File: config.mk
export PLATFORM = sky130hd
export DESIGN_NAME = ds_adc_frontend
export DESIGN_NICKNAME = d
export VERILOG_FILES = /design/src/rtl/ds_adc_frontend_pkg.sv /design/src/rtl/ds_adc_frontend_sync_2ff.sv /design/src/rtl/ds_adc_frontend.sv
export SDC_FILE = /design/constraint.sdc
export NUM_CORES = 1
export LEC_CHECK = 0
export CELL_PAD_IN_SITES_DETAIL_PLACEMENT = 2
export CELL_PAD_IN_SITES_GLOBAL_PLACEMENT = 2
export CORE_MARGIN = 5
export CORE_UTILIZATION = 36
export DETAILED_ROUTE_END_ITERATION = 8
export DONT_BUFFER_PORTS = 1
export GPL_TIMING_DRIVEN = 0
export PLACE_DENSITY = 0.7
export SLEW_MARGIN = 0
export SYNTH_ARGS = -nofsm -noshare
export SYNTH_HDL_FRONTEND = slang
export SYNTH_SLANG_ARGS = --single-unit
export TNS_END_PERCENT = 30
File: constraint.sdc
create_clock -name CK_i -period 1.6 [get_ports CK_i]
set_input_delay 0.32 -clock CK_i [delete_from_list [all_inputs] [get_ports CK_i]]
set_output_delay 0.32 -clock CK_i [all_outputs]
set_load 0.01 [all_outputs]
File: src/rtl/ds_adc_frontend_pkg.sv
// Shared constants for the delta-sigma ADC front end.
package ds_adc_frontend_pkg;

    // Default output sample width; the counting window is 2**C_DAT_W_DEF ticks.
    localparam int unsigned C_DAT_W_DEF = 8;

endpackage : ds_adc_frontend_pkg

File: src/rtl/ds_adc_frontend_sync_2ff.sv
// Two-flop synchronizer for a single asynchronous input pin.
module sync_2ff (
    input  logic CK_i,
    input  logic XARST_i,
    input  logic D_i,
    output logic Q_o
);

    logic r_s1;
    logic r_s2;

    // Metastability filter: capture on every clock edge, independent of any enable.
    always_ff @(posedge CK_i or negedge XARST_i) begin
        if (!XARST_i) begin
            r_s1 <= 1'b0;
            r_s2 <= 1'b0;
        end else begin
            r_s1 <= D_i;
            r_s2 <= r_s1;
        end
    end

    assign Q_o = r_s2;

endmodule : sync_2ff

File: src/rtl/ds_adc_frontend.sv
// First-order delta-sigma ADC front end: samples the comparator, drives the
// integrator feedback bit and counts feedback ones over 2**C_DAT_W ticks.
module ds_adc_frontend
    import ds_adc_frontend_pkg::*;
#(
    parameter int unsigned C_DAT_W = C_DAT_W_DEF
) (
    input  logic               CK_i,
    input  logic               XARST_i,
    input  logic               EN_CK_i,
    input  logic               CLR_i,
    input  logic               CMP_i,
    output logic               FB_o,
    output logic [C_DAT_W-1:0] DAT_o,
    output logic               DAT_EN_o,
    output logic               SAT_o
);

    // One extra bit so a full-scale window (every tick a one) fits without wrap.
    localparam int unsigned C_ACC_W = C_DAT_W + 1;
    localparam logic [C_ACC_W-1:0] C_FULL = {1'b1, {C_DAT_W{1'b0}}};

    logic               w_cmp_s;
    logic [C_DAT_W-1:0] r_ph;
    logic [C_DAT_W-1:0] w_ph_nxt;
    logic [C_ACC_W-1:0] r_acc;
    logic [C_ACC_W-1:0] w_acc_nxt;
    logic [C_ACC_W-1:0] w_sum;
    logic               w_win_end;
    logic               w_full;
    logic               r_fb;
    logic               w_fb_nxt;
    logic [C_DAT_W-1:0] r_dat;
    logic [C_DAT_W-1:0] w_dat_nxt;
    logic               r_dat_en;
    logic               w_dat_en_nxt;
    logic               r_sat;
    logic               w_sat_nxt;

    sync_2ff u_sync_cmp (
        .CK_i    (CK_i),
        .XARST_i (XARST_i),
        .D_i     (CMP_i),
        .Q_o     (w_cmp_s)
    );

    assign w_sum     = r_acc + C_ACC_W'(w_cmp_s);
    assign w_win_end = (r_ph == {C_DAT_W{1'b1}});
    assign w_full    = (w_sum == C_FULL);

    // Next-state: restart beats a tick; a tick at window end publishes the count.
    always_comb begin
        w_ph_nxt     = r_ph;
        w_acc_nxt    = r_acc;
        w_fb_nxt     = r_fb;
        w_dat_nxt    = r_dat;
        w_dat_en_nxt = 1'b0;
        w_sat_nxt    = 1'b0;

        if (CLR_i) begin
            w_ph_nxt  = '0;
            w_acc_nxt = '0;
            w_fb_nxt  = 1'b0;
        end else if (EN_CK_i) begin
            w_fb_nxt = w_cmp_s;
            w_ph_nxt = r_ph + C_DAT_W'(1);
            if (w_win_end) begin
                w_acc_nxt    = '0;
                w_dat_nxt    = w_full ? {C_DAT_W{1'b1}} : w_sum[C_DAT_W-1:0];
                w_sat_nxt    = w_full;
                w_dat_en_nxt = 1'b1;
            end else begin
                w_acc_nxt = w_sum;
            end
        end
    end

    // State and output registers.
    always_ff @(posedge CK_i or negedge XARST_i) begin
        if (!XARST_i) begin
            r_ph     <= '0;
            r_acc    <= '0;
            r_fb     <= 1'b0;
            r_dat    <= '0;
            r_dat_en <= 1'b0;
            r_sat    <= 1'b0;
        end else begin
            r_ph     <= w_ph_nxt;
            r_acc    <= w_acc_nxt;
            r_fb     <= w_fb_nxt;
            r_dat    <= w_dat_nxt;
            r_dat_en <= w_dat_en_nxt;
            r_sat    <= w_sat_nxt;
        end
    end

    assign FB_o     = r_fb;
    assign DAT_o    = r_dat;
    assign DAT_EN_o = r_dat_en;
    assign SAT_o    = r_sat;

endmodule : ds_adc_frontend

## Word level (Yosys, flattened, before mapping)

Index checks and enable logic that the tools add are counted.

| word-level totals | value |
|---|---|
| word-level logic and storage cells | 29 |
| flip-flop bits (word level) | 30 |
| output and inout bits | 11 |

| cells by class | value |
|---|---|
| $add $sub $neg | 2 |
| reduce and logical (&&, ||, !) cells | 2 |
| bitwise operators | 1 |
| mux-type cells | 14 |
| equal/unequal tests | 2 |

Operators with widths:

| cell | count |
|---|---|
| 9-bit two-way mux | 3 |
| 8-bit two-way mux | 3 |
| 9-bit by 1-bit adder with 9-bit output | 1 |
| 9-bit == test, second input constant | 1 |
| 8-bit by 1-bit adder with 8-bit output, second input constant | 1 |
| 8-bit == test, second input constant | 1 |
| 1-bit two-way mux | 8 |
| 3-bit AND reduction | 1 |
| 2-bit nonzero test | 1 |
| 1-bit NOT | 1 |

## Depth between registers and ports, before layout

| logic depth | value |
|---|---|
| depth in word-level cells | 5 |
| depth in mapped cells | 7 |
| mapped depth without buffers | 6 |

## Modules after synthesis

A second synthesis with hierarchy kept.

| second synthesis, totals | value |
|---|---|
| cell total of the unflattened synthesis | 159 |
| area, all modules | 1,575.3 um^2 |

Modules (own cells, without submodules):

| module | area each (um^2) | cells an instance | instances |
|---|---|---|---|
| ds_adc_frontend | 1,525.2 | 157 | 1 |
| sync_2ff | 50.0 | 2 | 1 |

## Worst setup path before layout

OpenSTA, ideal clock, no wires.

| timing | value |
|---|---|
| path kind | register to register |
| start | register r_ph[0] |
| end | register r_acc[4] |
| data required time | 1.518 ns |
| cell stages (with the launch flop) | 8 |
| clock period less this slack | 1.612 ns |
| setup slack | -0.012 ns |
| data arrival time | 1.530 ns |
| library setup time | 0.082 ns |
| cells stage by stage | dfrtp_1 > ha_1 > nand2_1 > nor2_1 > a21oi_1 > buf_2 > nand2_1 > a31oi_1 |

| between the ends | value |
|---|---|
| word-level cells in the longest chain between the ends | 4 |

RTL lines:

| element | line | RTL |
|---|---|---|
| from (decl) | ds_adc_frontend.sv:24 | `logic [C_DAT_W-1:0] r_ph;` |
| from (signal assigned) | ds_adc_frontend.sv:88 | `r_ph <= w_ph_nxt;` |
| 8-bit == test | ds_adc_frontend.sv:48 | `assign w_win_end = (r_ph == {C_DAT_W{1'b1}});` |
| 9-bit two-way mux | ds_adc_frontend.sv:67 | `if (w_win_end) begin` |
| 9-bit two-way mux | ds_adc_frontend.sv:64 | `end else if (EN_CK_i) begin` |
| 9-bit two-way mux | ds_adc_frontend.sv:60 | `if (CLR_i) begin` |
| to (signal assigned) | ds_adc_frontend.sv:89 | `r_acc <= w_acc_nxt;` |
| to (decl) | ds_adc_frontend.sv:26 | `logic [C_ACC_W-1:0] r_acc;` |

No other way between the ends. The select of a mux whose other input is x is not followed.
A chain may end at the register's enable or synchronous reset.

## Worst setup path in the final report

| timing | value |
|---|---|
| start | register u_sync_cmp.r_s2, in the netlist u_sync_cmp.Q_o |
| end | register r_dat[5], in the netlist DAT_o[5] |

| between the ends | value |
|---|---|
| word-level cells in the longest chain between the ends | 3 |

RTL lines:

| element | line | RTL |
|---|---|---|
| from (decl) | ds_adc_frontend_sync_2ff.sv:10 | `logic r_s2;` |
| from (signal assigned) | ds_adc_frontend_sync_2ff.sv:19 | `r_s2 <= r_s1;` |
| 9-bit by 1-bit adder with 9-bit output * | ds_adc_frontend.sv:47 | `assign w_sum = r_acc + C_ACC_W'(w_cmp_s);` |
| 9-bit == test | ds_adc_frontend.sv:49 | `assign w_full = (w_sum == C_FULL);` |
| 8-bit two-way mux * | ds_adc_frontend.sv:69 | `w_dat_nxt = w_full ? {C_DAT_W{1'b1}} : w_sum[C_DAT_W-1:0];` |
| to (signal assigned) | ds_adc_frontend.sv:91 | `r_dat <= w_dat_nxt;` |
| to (decl) | ds_adc_frontend.sv:33 | `logic [C_DAT_W-1:0] r_dat;` |

Mark *: on every way between the ends. The rest lies on a longest branch, timed or not.

==> flow_summary.json <==
{
  "synth_xor_area_frac": 0.0503,
  "seq_area_frac_synth": 0.479,
  "async_flop_share": 1.00,
  "min_period_ns": 1.60,
  "vias_per_cell": 5.55,
  "start_kind": "register",
  "synth_compound_area_frac": 0.141,
  "drv_cap": 0,
  "clock-sinks": 30,
  "worstPathRequired_ns": 1.82,
  "syn-instance-count": 158,
  "final_antenna_net_count": 0,
  "sw_frac_of_total": 0.263,
  "report.final.slew_viol_count": 0,
  "p_leak_nw": 0.977,
  "fin_skew_ns": 0.00240,
  "antenna_found_initial": 0,
  "root_buffer": "clkbuf_8",
  "drtIter0Drc": 61,
  "power.internal_mw": 1.32,
  "vdd_drop_max_uv": 594,
  "reg2reg_depth": 6,
  "ys.flop_type": "dfrtp_1",
  "dieArea_um2": 5770,
  "arrival_ns": 1.82,
  "drc_errors": 0,
  "grt_pass1_vias": 1524,
  "area_growth_pct": 29.6,
  "synth_edf_count": 0,
  "rows": 24,
  "setup_viol": 1,
  "post_drt_wl_per_cell_um": 21.5,
  "cellPowerDensity_nw_per_um2": 882,
  "htreeDepth": 2,
  "comb_power_share": 0.117,
  "crit_path_cell_trace": "ha_4, nand4_4, mux2_4, o2bb2ai_4, nand3_1, a21oi_2",
  "final_hold_viol_count": 0,
  "synth_fa_ha_area_frac": 0.0239,
  "cp_slowest_stage_delay_ns": 0.43,
  "synth_area_per_cell_um2": 9.92,
  "timing.rr.start": "u_sync_cmp.Q_o$_DFF_PN0_",
  "die_w_um": 76.0,
  "ys_types": 35,
  "path_class": "register to register",
  "synth_seq_cells": 30,
  "routabilityCongestion": 0.794,
  "vias": 1316,
  "grt_max_degree": 31,
  "io_pins": 16,
  "worst_slack_ns": -0.00196,
  "r2r_slack_ns": -0.002,
  "slew_headroom": 0.673,
  "power_frac_clock": 0.438,
  "clk_path_buf_depth": 2,
  "timing.rr.end": "DAT_o[5]$_DFFE_PN0P_",
  "synth_fp_nets": 166,
  "fin_crit_sh": 1.00,
  "synth_top_family_by_area": "simple AND/OR/NAND/NOR gates",
  "worst_pin_slew_ns": 0.489,
  "critPathCaptureType": "register",
  "wl_um": 5090,
  "path_max_fanout": 4,
  "yosys.area_share.simple": 0.230,
  "tritoncts": "yes",
  "clock_latency_ns": 0.29,
  "holdPathStages": 0,
  "die_height_um": 76.0,
  "p_seq_frac": 0.446,
  "clkTransAtPathRegs_ns": 0.07,
  "violations": "setup timing",
  "diodes": 0,
  "min_from": "CMP_i",
  "nFillCells": 458,
  "grt.overflow.total": 0,
  "portBuffers": 0,
  "finalSetupTns_ns": -0.00196,
  "layout.nets": 192,
  "yosys_warnings": 0,
  "core-area_um2": 4290,
  "start_util": 0.365,
  "muxShareOfSynthArea": 0.0391,
  "rsz0062_at_grt": "true",
  "grt_usage": 0.180,
  "numCtsBuffers": 5,
  "min_to": "u_sync_cmp.r_s1$_DFF_PN0_",
  "switchingPower_mw": 0.471,
  "hpwl_um": 2880,
  "p_total_mw": 1.79,
  "status": "complete, but fails checks",
  "clock.fmax_ghz": 0.624,
  "hp-class": "input port to register",
  "dr.pass1.iters": 4,
  "drive_gt1_frac": 0.319,
  "slowest_stage": "dfrtp_2",
  "syn-cell-area_um2": 1570,
  "grt_pass1_wl_um": 8250
}
[layout by cell type (no fill, tap or decap), drive strengths merged, types with 3 or more instances in the layout]
master,n
a21oi,11
a22o,3
a31oi,6
and3,4
buf,23
clkbuf,9
dfrtp,30
ha,3
mux2i,5
nand2,21
nand2b,5
nand3,5
nand4,5
nor2,16
o21ai,10
xor2,7
[timing repair]
item | in CTS | in global routing
hold endpoints to repair | 30 | 0
endpoints found under the setup margin | 18 | 12
resized for setup | 21 | 16
hold buffers | 2 | 0
setup buffers | 12 | 6
pin swaps | 5 | 10
[power by group through the flow]
stage / clock network [mW] / logic, mW / registers, mW
2_1_floorplan: 0 / 0.0972 / 0.802
3_3_place_gp: 0 / 0.119 / 0.804
3_5_place_dp: 0 / 0.126 / 0.806
4_1_cts: 0.792 / 0.182 / 0.795
5_1_grt: 0.848 / 0.232 / 0.800
6_report: 0.784 / 0.209 / 0.798
[cell usage after synthesis, types with 2 or more instances]
cell	number	area (µm²)
dfrtp_1	30	751
nand2_1	21	78.8
nor2_1	16	60.1
a21oi_1	11	55.1
o21ai_0	10	50.1
buf_2	7	35.0
xor2_1	7	61.3
a31oi_1	6	37.5
mux2i_1	5	50.1
nand2b_1	5	31.3
nand3_1	5	25.0
and3_1	4	25.0
a22o_1	3	26.3
ha_1	3	37.5
inv_1	2	7.51
nand4_1	2	12.5
nand4_4	2	42.5
xnor2_1	2	17.5
[layout make-up]
| class | count | area, µm² | share of cell area |
|---|---|---|---|
| Buffer | 8 | 55.1 | 0.0271 |
| Tap cell | 52 | 65.1 | 0.0320 |
| Inverter | 2 | 7.51 | 0.00369 |
| Sequential cell | 30 | 754 | 0.371 |
| Clock buffer | 5 | 68.8 | 0.0339 |
| Multi-Input combinational cell | 117 | 868 | 0.427 |
| Clock inverter | 3 | 40.0 | 0.0197 |
| Timing Repair Buffer | 20 | 173 | 0.0850 |
[kinds of logic (layout without fill, tap and decap cells)]
family,Yosys count,count (layout)
fa+ha+maj,3,3
mux,6,6
simple gates,64,64
flops,30,30
buf+inv,11,38
xor+xnor,9,9
compound gates,35,35
[metrics by stage]
step	std cells	hold WS (ns)	cell area [µm²]	worst slack, ns	utilization
global placement	210	0.0254	1640	-0.237	0.381
finish	237	0.0528	2030	-0.00196	0.473
CTS	231	0.0517	1930	-0.00483	0.450
global route	237	0.0322	2030	-0.0620	0.473
floorplan	158	0.0244	1570	0.00135	-
detailed placement	210	0.0255	1640	-0.318	0.381
[worst max-delay path: cells and delay by family (launching register included)]
family | cells | cell delay (ns)
AOI/OAI and AO/OA | 2 | 0.31
adders and majority gates | 1 | 0.18
and+or+nand+nor | 2 | 0.25
DFF | 1 | 0.43
muxes | 1 | 0.34
[metal layers]
| layer | vias up | GRT usage | routed length (µm) |
|---|---|---|---|
| met5 | - | 0 | 0 |
| met2 | 23 | 0.307 | 2670 |
| li1 | 600 | - | - |
| met4 | 0 | 0.0801 | 146 |
| met1 | 680 | 0.210 | 2110 |
| met3 | 13 | 0.0449 | 157 |
[flip-flops by register name, summed over array words and instances (netlist names)]
signal	flops
u_sync_cmp.r_s1	1
DAT_EN_o	1
DAT_o	8
FB_o	1
u_sync_cmp.Q_o	1
r_acc	9
r_ph	8
SAT_o	1
[how the worst max path moves through the flow]
stage	start	to	slack [ns]	cells past startpoint
after floorplan	r_acc[0]$_DFFE_PN0P_	DAT_o[0]$_DFFE_PN0P_	0.001	7
after global placement	r_ph[0]$_DFFE_PN0P_	DAT_o[3]$_DFFE_PN0P_	-0.24	7
after detailed placement	r_ph[0]$_DFFE_PN0P_	DAT_o[3]$_DFFE_PN0P_	-0.32	7
after CTS	r_ph[1]$_DFFE_PN0P_	DAT_o[1]$_DFFE_PN0P_	-0.005	8
after global routing	u_sync_cmp.Q_o$_DFF_PN0_	DAT_o[5]$_DFFE_PN0P_	-0.06	6
final	u_sync_cmp.Q_o$_DFF_PN0_	DAT_o[5]$_DFFE_PN0P_	-0.002	6
No activity file was read; power rests on OpenSTA's default activity.
